$ cat src/rtl/axid_rresp_match_pkg.sv
// Shared definitions for the AXID read-response match stage: pop FSM encodings and width helpers.
// No logic of its own; imported by the matcher and its encoder.
package axid_rresp_match_pkg;

  localparam int BEAT_CNT_W = 8;

  localparam logic [1:0] POP_IDLE   = 2'd0;
  localparam logic [1:0] POP_POP    = 2'd1;
  localparam logic [1:0] POP_SETTLE = 2'd2;

  // Index width that stays at least one bit when there is a single FIFO.
  function automatic int idx_width(input int n);
    return (n > 1) ? $clog2(n) : 1;
  endfunction

endpackage

$ cat src/rtl/axid_match_enc.sv
// Combinational AXID matcher: compares an ID against every valid FIFO's AXID, reports any hit
// and the lowest matching index. Zero latency, no flow control; shared with the B-channel matcher.
module axid_match_enc #(
  parameter int N     = 16,
  parameter int ID_W  = 4,
  parameter int IDX_W = 4
) (
  input  logic [N-1:0]      valid,
  input  logic [N*ID_W-1:0] ids,
  input  logic [ID_W-1:0]   id,
  output logic              hit_any,
  output logic [IDX_W-1:0]  idx
);

  logic [N-1:0] hit;

  for (genvar k = 0; k < N; k++) begin : g_hit
    assign hit[k] = valid[k] && (ids[k*ID_W +: ID_W] == id);
  end

  assign hit_any = |hit;

  // Multiple hits are illegal upstream; scanning downward makes the lowest index win anyway.
  always_comb begin
    idx = '0;
    for (int k = N - 1; k >= 0; k--) begin
      if (hit[k]) idx = IDX_W'(k);
    end
  end

endmodule

$ cat src/rtl/axid_rresp_match.sv
// Tags R beats with the head descriptor ID of the AXID FIFO whose AXID matches RID; pops on RLAST.
// Two register stages (R handshake N -> resp_valid N+2); a last beat blocks S1 until pop + settle finish.
module axid_rresp_match
  import axid_rresp_match_pkg::*;
#(
  parameter int  MAX_DESC           = 16,
  parameter int  M_AXI_USR_ID_WIDTH = 4,
  parameter int  DATA_WIDTH         = 128,
  localparam int DESC_W             = idx_width(MAX_DESC)
) (
  input  logic                               axi_aclk,
  input  logic                               axi_aresetn,
  input  logic [M_AXI_USR_ID_WIDTH-1:0]      m_axi_usr_rid,
  input  logic [DATA_WIDTH-1:0]              m_axi_usr_rdata,
  input  logic [1:0]                         m_axi_usr_rresp,
  input  logic                               m_axi_usr_rlast,
  input  logic                               m_axi_usr_rvalid,
  output logic                               m_axi_usr_rready,
  input  logic [MAX_DESC-1:0]                fifo_id_reg_valid_ff,
  input  logic [MAX_DESC*M_AXI_USR_ID_WIDTH-1:0] fifo_id_regs,
  input  logic [MAX_DESC*DESC_W-1:0]         axid_response_ids,
  input  logic                               desc_allocation_in_progress,
  output logic [MAX_DESC-1:0]                axid_read_en,
  output logic                               resp_valid,
  input  logic                               resp_ready,
  output logic [DESC_W-1:0]                  resp_desc_id,
  output logic [DATA_WIDTH-1:0]              resp_data,
  output logic [1:0]                         resp_resp,
  output logic                               resp_last,
  output logic [BEAT_CNT_W-1:0]              resp_beat_cnt,
  output logic                               err_unmatched,
  output logic                               err_unmatched_sticky,
  input  logic                               err_clear
);

  logic                          s1_valid_q, s1_valid_d;
  logic [M_AXI_USR_ID_WIDTH-1:0] s1_rid_q, s1_rid_d;
  logic [DATA_WIDTH-1:0]         s1_data_q, s1_data_d;
  logic [1:0]                    s1_resp_q, s1_resp_d;
  logic                          s1_last_q, s1_last_d;

  logic                          s2_valid_q, s2_valid_d;
  logic [DESC_W-1:0]             s2_desc_q, s2_desc_d;
  logic [DATA_WIDTH-1:0]         s2_data_q, s2_data_d;
  logic [1:0]                    s2_resp_q, s2_resp_d;
  logic                          s2_last_q, s2_last_d;
  logic [DESC_W-1:0]             s2_idx_q, s2_idx_d;
  logic [BEAT_CNT_W-1:0]         s2_cnt_q, s2_cnt_d;

  logic [1:0]                    pop_state_q, pop_state_d;
  logic                          err_sticky_q, err_sticky_d;
  logic [BEAT_CNT_W-1:0]         beat_cnt_q [MAX_DESC];
  logic [BEAT_CNT_W-1:0]         beat_cnt_d [MAX_DESC];

  logic                          match_any;
  logic [DESC_W-1:0]             match_idx;
  logic                          s1_adv;
  logic                          r_hs;
  logic                          s2_hs;

  axid_match_enc #(
    .N     (MAX_DESC),
    .ID_W  (M_AXI_USR_ID_WIDTH),
    .IDX_W (DESC_W)
  ) u_match_enc (
    .valid   (fifo_id_reg_valid_ff),
    .ids     (fifo_id_regs),
    .id      (s1_rid_q),
    .hit_any (match_any),
    .idx     (match_idx)
  );

  // Holding S1 while S2 carries a last beat keeps the next match from seeing a stale FIFO head.
  assign s1_adv = s1_valid_q && (pop_state_q == POP_IDLE) && !desc_allocation_in_progress
                  && (!s2_valid_q || (resp_ready && !s2_last_q));
  assign m_axi_usr_rready = axi_aresetn && (!s1_valid_q || s1_adv);
  assign r_hs             = m_axi_usr_rvalid && m_axi_usr_rready;
  assign s2_hs            = s2_valid_q && resp_ready;
  assign err_unmatched    = s1_adv && !match_any;

  always_comb begin
    s1_valid_d   = s1_valid_q;
    s1_rid_d     = s1_rid_q;
    s1_data_d    = s1_data_q;
    s1_resp_d    = s1_resp_q;
    s1_last_d    = s1_last_q;
    s2_valid_d   = s2_valid_q;
    s2_desc_d    = s2_desc_q;
    s2_data_d    = s2_data_q;
    s2_resp_d    = s2_resp_q;
    s2_last_d    = s2_last_q;
    s2_idx_d     = s2_idx_q;
    s2_cnt_d     = s2_cnt_q;
    pop_state_d  = pop_state_q;
    err_sticky_d = err_sticky_q;
    beat_cnt_d   = beat_cnt_q;

    if (r_hs) begin
      s1_valid_d = 1'b1;
      s1_rid_d   = m_axi_usr_rid;
      s1_data_d  = m_axi_usr_rdata;
      s1_resp_d  = m_axi_usr_rresp;
      s1_last_d  = m_axi_usr_rlast;
    end else if (s1_adv) begin
      s1_valid_d = 1'b0;
    end

    if (s2_hs) s2_valid_d = 1'b0;

    if (s1_adv && match_any) begin
      s2_valid_d            = 1'b1;
      s2_desc_d             = axid_response_ids[match_idx*DESC_W +: DESC_W];
      s2_data_d             = s1_data_q;
      s2_resp_d             = s1_resp_q;
      s2_last_d             = s1_last_q;
      s2_idx_d              = match_idx;
      s2_cnt_d              = beat_cnt_q[match_idx];
      beat_cnt_d[match_idx] = s1_last_q ? '0 : beat_cnt_q[match_idx] + 1'b1;
    end

    if (err_clear)     err_sticky_d = 1'b0;
    if (err_unmatched) err_sticky_d = 1'b1;

    case (pop_state_q)
      POP_IDLE:   if (s2_hs && s2_last_q) pop_state_d = POP_POP;
      POP_POP:    pop_state_d = POP_SETTLE;
      default:    pop_state_d = POP_IDLE;
    endcase
  end

  // s2_idx_q cannot change while popping: S1 is frozen outside IDLE.
  always_comb begin
    axid_read_en = '0;
    if (pop_state_q == POP_POP) axid_read_en[s2_idx_q] = 1'b1;
  end

  always_ff @(posedge axi_aclk) begin
    if (!axi_aresetn) begin
      s1_valid_q   <= 1'b0;
      s1_rid_q     <= '0;
      s1_data_q    <= '0;
      s1_resp_q    <= '0;
      s1_last_q    <= 1'b0;
      s2_valid_q   <= 1'b0;
      s2_desc_q    <= '0;
      s2_data_q    <= '0;
      s2_resp_q    <= '0;
      s2_last_q    <= 1'b0;
      s2_idx_q     <= '0;
      s2_cnt_q     <= '0;
      pop_state_q  <= POP_IDLE;
      err_sticky_q <= 1'b0;
      for (int k = 0; k < MAX_DESC; k++) beat_cnt_q[k] <= '0;
    end else begin
      s1_valid_q   <= s1_valid_d;
      s1_rid_q     <= s1_rid_d;
      s1_data_q    <= s1_data_d;
      s1_resp_q    <= s1_resp_d;
      s1_last_q    <= s1_last_d;
      s2_valid_q   <= s2_valid_d;
      s2_desc_q    <= s2_desc_d;
      s2_data_q    <= s2_data_d;
      s2_resp_q    <= s2_resp_d;
      s2_last_q    <= s2_last_d;
      s2_idx_q     <= s2_idx_d;
      s2_cnt_q     <= s2_cnt_d;
      pop_state_q  <= pop_state_d;
      err_sticky_q <= err_sticky_d;
      for (int k = 0; k < MAX_DESC; k++) beat_cnt_q[k] <= beat_cnt_d[k];
    end
  end

  assign resp_valid           = s2_valid_q;
  assign resp_desc_id         = s2_desc_q;
  assign resp_data            = s2_data_q;
  assign resp_resp            = s2_resp_q;
  assign resp_last            = s2_last_q;
  assign resp_beat_cnt        = s2_cnt_q;
  assign err_unmatched_sticky = err_sticky_q;

endmodule

$ cat config.mk
export PLATFORM = sky130hd
export DESIGN_NAME = axid_rresp_match
export DESIGN_NICKNAME = d
export VERILOG_FILES = /design/src/rtl/axid_rresp_match_pkg.sv /design/src/rtl/axid_match_enc.sv /design/src/rtl/axid_rresp_match.sv
export SDC_FILE = /design/constraint.sdc
export NUM_CORES = 1
export LEC_CHECK = 0
export ABC_AREA = 0
export ABC_CLOCK_PERIOD_IN_PS = 6300
export BUFFER_PORTS_ARGS = -buffer_cell sky130_fd_sc_hd__buf_4
export CAP_MARGIN = 40
export CORE_AREA = 2 2 234 236
export CTS_CLUSTER_DIAMETER = 60
export CTS_CLUSTER_SIZE = 30
export DETAILED_ROUTE_END_ITERATION = 8
export DIE_AREA = 0 0 236 238
export PLACE_DENSITY_LB_ADDON = 0.08
export SYNTH_ARGS = -nofsm -noshare
export SYNTH_HDL_FRONTEND = slang
export SYNTH_SLANG_ARGS = --single-unit
$ cat constraint.sdc
create_clock -name axi_aclk -period 6.3 [get_ports axi_aclk]
set_input_delay 0.63 -clock axi_aclk [delete_from_list [all_inputs] [get_ports axi_aclk]]
set_output_delay 0.63 -clock axi_aclk [all_outputs]
set_load 0.02 [all_outputs]
### Yosys cells after proc, flatten, opt, wreduce, memory -nomap -nowiden

Cells that the tools add are included.

| cells by class | value |
|---|---|
| add/sub/neg operators | 1 |
| magnitude comparators | 4 |
| equal/unequal tests | 18 |
| shift operators | 1 |
| mux-type cells | 34 |
| bitwise gates (word level) | 1 |
| reduce and logical (&&, ||, !) cells | 40 |

Operators with widths:

| cell | number |
|---|---|
| bitwise mux 128 bit | 1 |
| equality test 4 bit | 16 |
| two-way mux 4 bit | 16 |
| variable part select 64 x 7 -> 4 bit | 1 |
| binary-select mux 8 bit (select 4 bit) | 1 |
| demux 8 bit (select 4 bit) | 1 |
| two-way mux 8 bit | 4 |
| logical AND 1 bit | 28 |
| two-way mux 16 bit | 1 |
| OR reduction 16 bit | 1 |
| adder 8 x 1 -> 8 bit, second input constant | 1 |
| two-way mux 1 bit | 7 |
| nonzero test 2 bit | 3 |
| >= comparator 5 bit, second input constant | 1 |
| zero test 1 bit | 5 |
| < comparator 4 x 5 -> 1 bit, second input constant | 1 |
| < comparator 5 x 1 -> 1 bit, second input constant | 1 |
| NOT 4 -> 5 bit | 1 |
| demux 1 bit (select 4 bit) | 1 |
| >= comparator 4 x 1 -> 1 bit, second input constant | 1 |
| one-hot mux 2 bit (2 select lines) | 1 |
| equality test 2 x 1 -> 1 bit, second input constant | 1 |
| zero test 2 bit | 1 |
| logical OR 1 bit | 2 |
| 2 further kinds | 2 |

| word-level totals | value |
|---|---|
| flip-flop bits (word level) | 415 |
| bits of input ports | 285 |

### Longest topological paths before layout

| logic depth | value |
|---|---|
| depth after elaboration | 25 |
| gate-level depth with buffers | 22 |
| mapped depth without buffers | 15 |

### By module

A second synthesis with hierarchy kept.

| second synthesis, totals | value |
|---|---|
| cells, all modules | 2102 |
| area total of the unflattened synthesis | 17971.0 um2 |

By module, submodules not included:

| module | times used | cells an instance | area an instance (um2) |
|---|---|---|---|
| axid_rresp_match | 1 | 1966 | 16945.0 |
| axid_match_enc | 1 | 136 | 1026.0 |

### Least setup slack after synthesis

No wires, ideal clock.

| timing path | value |
|---|---|
| kind | input -> register |
| start point | input fifo_id_regs[20] |
| end point | register beat_cnt_q[116] (netlist name) |
| arrival time | 4656 ps |
| required time | 6230 ps |
| setup slack | 1574 ps |
| cell stages on the path | 20 |
| cell sequence | xor2_1 nor3_1 nand3_1 a2111oi_1 and2_1 a21oi_4 buf_4 buf_4 mux2i_1 a211oi_1 nor4_1 clkinv_1 clkbuf_1 ha_1 clkbuf_1 clkinv_1 nor4_4 buf_2 o211ai_1 a21oi_1 |

| on the way | value |
|---|---|
| longest elaborated chain between the ends | 15 |

RTL lines:

| what | RTL line | source |
|---|---|---|
| start: declaration | axid_rresp_match.sv:20 | `input logic [MAX_DESC*M_AXI_USR_ID_WIDTH-1:0] fifo_id_regs,` |
| equality test 4 bit (*) | axid_match_enc.sv:18 | `assign hit[k] = valid[k] && (ids[k*ID_W +: ID_W] == id);` |
| logical AND 1 bit (*) | axid_match_enc.sv:18 |  |
| two-way mux 4 bit (6 in a row) | axid_match_enc.sv:27 | `if (hit[k]) idx = IDX_W'(k);` |
| NOT 4 -> 5 bit | axid_rresp_match.sv:118 | `beat_cnt_d[match_idx] = s1_last_q ? '0 : beat_cnt_q[match_idx] + 1'b1;` |
| binary-select mux 8 bit (select 4 bit) | axid_rresp_match.sv:118 |  |
| two-way mux 8 bit (implied by the code) (2 in a row) | axid_rresp_match.sv:118 |  |
| adder 8 x 1 -> 8 bit | axid_rresp_match.sv:118 |  |
| two-way mux 8 bit | axid_rresp_match.sv:118 |  |
| bitwise mux 128 bit | axid_rresp_match.sv:118 |  |
| end: declaration | axid_rresp_match.sv:52 | `logic [BEAT_CNT_W-1:0] beat_cnt_q [MAX_DESC];` |

Every way passes the cells marked *; elsewhere a longest branch is shown, timed or not. The select of a mux whose other input is x is not followed.
A chain may end at the register's enable or synchronous reset.

### Worst setup path in the final report

| timing path | value |
|---|---|
| start point | register s1_rid_q[3] |
| end point | register beat_cnt_q[39] (netlist name) |

| on the way | value |
|---|---|
| longest elaborated chain between the ends | 25 |

RTL lines:

| what | RTL line | source |
|---|---|---|
| start: declaration | axid_rresp_match.sv:37 | `logic [M_AXI_USR_ID_WIDTH-1:0] s1_rid_q, s1_rid_d;` |
| start signal: assignment | axid_rresp_match.sv:156 | `s1_rid_q <= s1_rid_d;` |
| equality test 4 bit | axid_match_enc.sv:18 |  |
| logical AND 1 bit | axid_match_enc.sv:18 |  |
| two-way mux 4 bit (16 in a row) | axid_match_enc.sv:27 |  |
| NOT 4 -> 5 bit | axid_rresp_match.sv:118 |  |
| binary-select mux 8 bit (select 4 bit) | axid_rresp_match.sv:118 |  |
| two-way mux 8 bit (implied by the code) (2 in a row) | axid_rresp_match.sv:118 |  |
| adder 8 x 1 -> 8 bit | axid_rresp_match.sv:118 |  |
| two-way mux 8 bit | axid_rresp_match.sv:118 |  |
| bitwise mux 128 bit | axid_rresp_match.sv:118 |  |

Several ways; a longest one is shown, not always the timed one. The select of a mux whose other input is x is not followed.

==> results by group <==
Critical path
  • Cell mode on critical path: nand3_1
  • Max incr delay on CP: 880 ps
  • Worst-path cell chain: xor2_1 > nor4_2 > nand3_1 > and2_1 > a21oi_4 > buf_4 > mux2_2 > a2bb2oi_1 > and4_1 > nand3_1 > o311ai_1
  • Worst path bufs/invs: 1
  • Startpoint types: flop
  • CP Class: reg -> reg
  • Kind of cell adding the most delay to the critical path: simple AND/OR/NAND/NOR gates
  • Critical Path Sink Type: flop
  • Crit-path slowest cell: dfxtp_1
  • Critical Path RT: about 6800 ps
  • Worst Path Arrival: 6250 ps
  • CP max FO: 17

Power and ir drop
  • LEAKAGE: a little under 0.01 uW
  • PD cells: between 200 and 300 nW/um^2
  • Power after layout: roughly 6500 uW
  • Maximum VDD drop: 0.196 mV

Drt
  • Routed len/inst: between 20 and 25 um
  • DRC: 0
  • DR vias/cell: 5.49
  • Final wirelength: 75.9 mm
  • Via count: around 19000
  • First DRT Iteration DRCs: 1551
  • Detail Route Antenna Nets: 0
  • DRT Pass-1 Iters: 5

GRT
  • Grt total ovfl: 0
  • GRT Util Overall: 26.1%
  • Antenna violations before repair: 4
  • Largest net degree at the start of global routing: 99
  • First-pass GRT wire length: 114 mm
  • Vias in the first global route: 17900

Synth
  • Synth Flop Type: dfxtp_1
  • Yosys top cell area share: 44.6%
  • Cell Area, Synth: approximately 19000 um^2
  • Most common cell in the netlist: nand2_1
  • Async SR Flop Fraction: 0%
  • Mapped Cells: 2348
  • Synth top area cells: dfxtp_1, nand2_1, a21oi_1
  • #FFs+latches synth: 415
  • Synth area leader: dfxtp_1
  • EDFF count, synth: 0
  • Synth cell count leaders: nand2_1, dfxtp_1, a21oi_1, nand3_1, clkbuf_1
  • Syn_area_per_cell: 7.94 um^2
  • Yosys warning count: 0
  • Synth cell types: 75
  • Post-Syn Nets: roughly 2600
  • Seq/Total Area, Yosys: 44.6%

Finish
  • Final instance area: 23900 um^2
  • Net count, final: approximately 3000
  • Area Overhead vs Synth: 28.1%
  • Post-route insts no fill: 3423
  • Layout fillers: 5495
  • Layout cells sized above 1: 23.5%

Timing
  • Clock skew: 19.4 ps
  • Max-slew violations: 0
  • Tcrit/Tclk final: 92.1%
  • Max-Slew Margin vs Limit: 39.0%
  • Max frequency: 0.172 GHz
  • Worst-margin pin slew: roughly 910 ps
  • Setup TNS: 0 ps
  • Final setup fails: 0
  • Final hold violation count: 0
  • Min Hold Slack: between 200 and 250 ps
  • RSZ-0062 raised after global routing: false
  • Min Clock Period, post-route: 5800 ps

CTS
  • Resized cells post-CTS: 0
  • CTS Buf Count: 36
  • # Post-CTS Setup Buffers: 0
  • Maximum buffer depth of the clock tree: 3
  • CTS tree: built
  • Clock H-tree levels: 2
  • Worst-Skew Late Latency: 570 ps
  • Root buf cell: clkbuf_16
  • Hold buffer count at cts: 0
  • CTS clk-pin slew, worst paths: 80 ps
  • Sink Count: 415

Placement
  • IO Port Bufs: 447
  • Gpl congestion: 0.907
  • Post-DP Area: ~23000 um^2
  • Placed Cells: about 3400
  • Post-DP HPWL: 53.3 mm

Die
  • Initial Utilization: 34.8%
  • Core area: 53500 um^2
  • Die Wd: 236 um
  • DIE HEIGHT: 238 um
  • Die ar.: 56200 um^2
  • Num ports: 448
  • Row count: 85

Run status
  • Status: finished, final reports clean

Worst hold path
  • Hold WC Path Type: in -> reg

Run
  • Max_cap viols: 0
[layout by cell type (no fill, tap or decap), drive strengths merged, types with 5 or more instances in the layout]
| master | n |
|---|---|
| a22oi | 6 |
| mux4 | 14 |
| a311o | 15 |
| a21o | 5 |
| nor4 | 50 |
| xnor2 | 19 |
| nand2 | 646 |
| and2 | 9 |
| a311oi | 15 |
| dfxtp | 415 |
| and3 | 7 |
| buf | 511 |
| a21oi | 234 |
| a211oi | 28 |
| mux2 | 9 |
| o21ai | 38 |
| nand4 | 10 |
| clkbuf | 39 |
| nand3 | 221 |
| o22ai | 10 |
| a211o | 18 |
| or3 | 8 |
| inv | 20 |
| xor2 | 47 |
| clkinv | 13 |
| o211ai | 18 |
| a32oi | 16 |
| mux2i | 31 |
| nor3 | 47 |
| o311ai | 18 |
| nor2 | 122 |
[path summary, 6_finish.rpt]
kind | start | to | cells past startpoint | slack, ps
min | m_axi_usr_rdata[64] | s1_data_q[64] | 3 | 230
max | s1_rid_q[3] | beat_cnt_q[39] | 11 | 500
max reg2reg | s1_rid_q[3] | beat_cnt_q[39] | 11 | 500
min reg2reg | s1_data_q[124] | resp_data[124] | 2 | 440
[kinds of logic after synthesis]
group | Yosys count | share of synthesized area, %
AO/OA/AOI/OAI | 462 | 16.2
buffers and inverters | 210 | 4.83
flip-flops | 415 | 44.6
AND/OR/NAND/NOR | 1140 | 27.3
multiplexers | 54 | 3.90
adder cells (fa/ha/maj) | 1 | 0.0671
XOR/XNOR | 66 | 3.10
[sequential cells by signal, summed over array words and instances (netlist names), 2 cells and up]
| register | cells |
|---|---|
| resp_resp | 2 |
| beat_cnt_q | 128 |
| resp_data | 128 |
| s1_resp_q | 2 |
| pop_state_q | 2 |
| s1_rid_q | 4 |
| s1_data_q | 128 |
| resp_beat_cnt | 8 |
| resp_desc_id | 4 |
| s2_idx_q | 4 |
[stage by stage]
step / setup slack, ps / utilization [%]
final: 499 / 44.6
after global routing: 246 / 44.6
after CTS: 582 / 44.6
after detailed placement: 633 / 42.3
after global placement: 749 / 42.0
after floorplan: 1570 / -
[final cells by class]
| cell class | instances | area (um^2) | area share [%] |
|---|---|---|---|
| flip-flops and latches | 415 | 8310 | 34.8 |
| inverters | 11 | 46.3 | 0.194 |
| clock buffers | 39 | 912 | 3.82 |
| diodes | 1 | 2.50 | 0.0105 |
| multi-input cells | 1723 | 9470 | 39.7 |
| clock inverters | 27 | 359 | 1.50 |
| repair buffers | 511 | 3910 | 16.4 |
| well taps | 696 | 871 | 3.65 |
[power breakdown]
part / leakage (uW) / total (uW) / internal (uW) / switching, uW
Combinational: 0.00578 / 1370 / 453 / 919
Clock: 0.000608 / 2410 / 1210 / 1190
Sequential: 0.00337 / 2760 / 2710 / 54.8
[tightest hold or removal path, delay by kind of cell]
kind / cells / cell delay (ps)
buffers and inverters: 1 / 70
AND/OR/NAND/NOR: 2 / 80
[metal layers]
| metal | vias up | wire (um) | global-route usage [%] |
|---|---|---|---|
| met3 | 118 | 6230 | 6.62 |
| li1 | 8907 | - | - |
| met1 | 9086 | 32400 | 34.4 |
| met5 | - | 46 | 0 |
| met4 | 6 | 1730 | 6.49 |
| met2 | 680 | 35600 | 42.6 |
No activity file was read; power rests on OpenSTA's default activity.
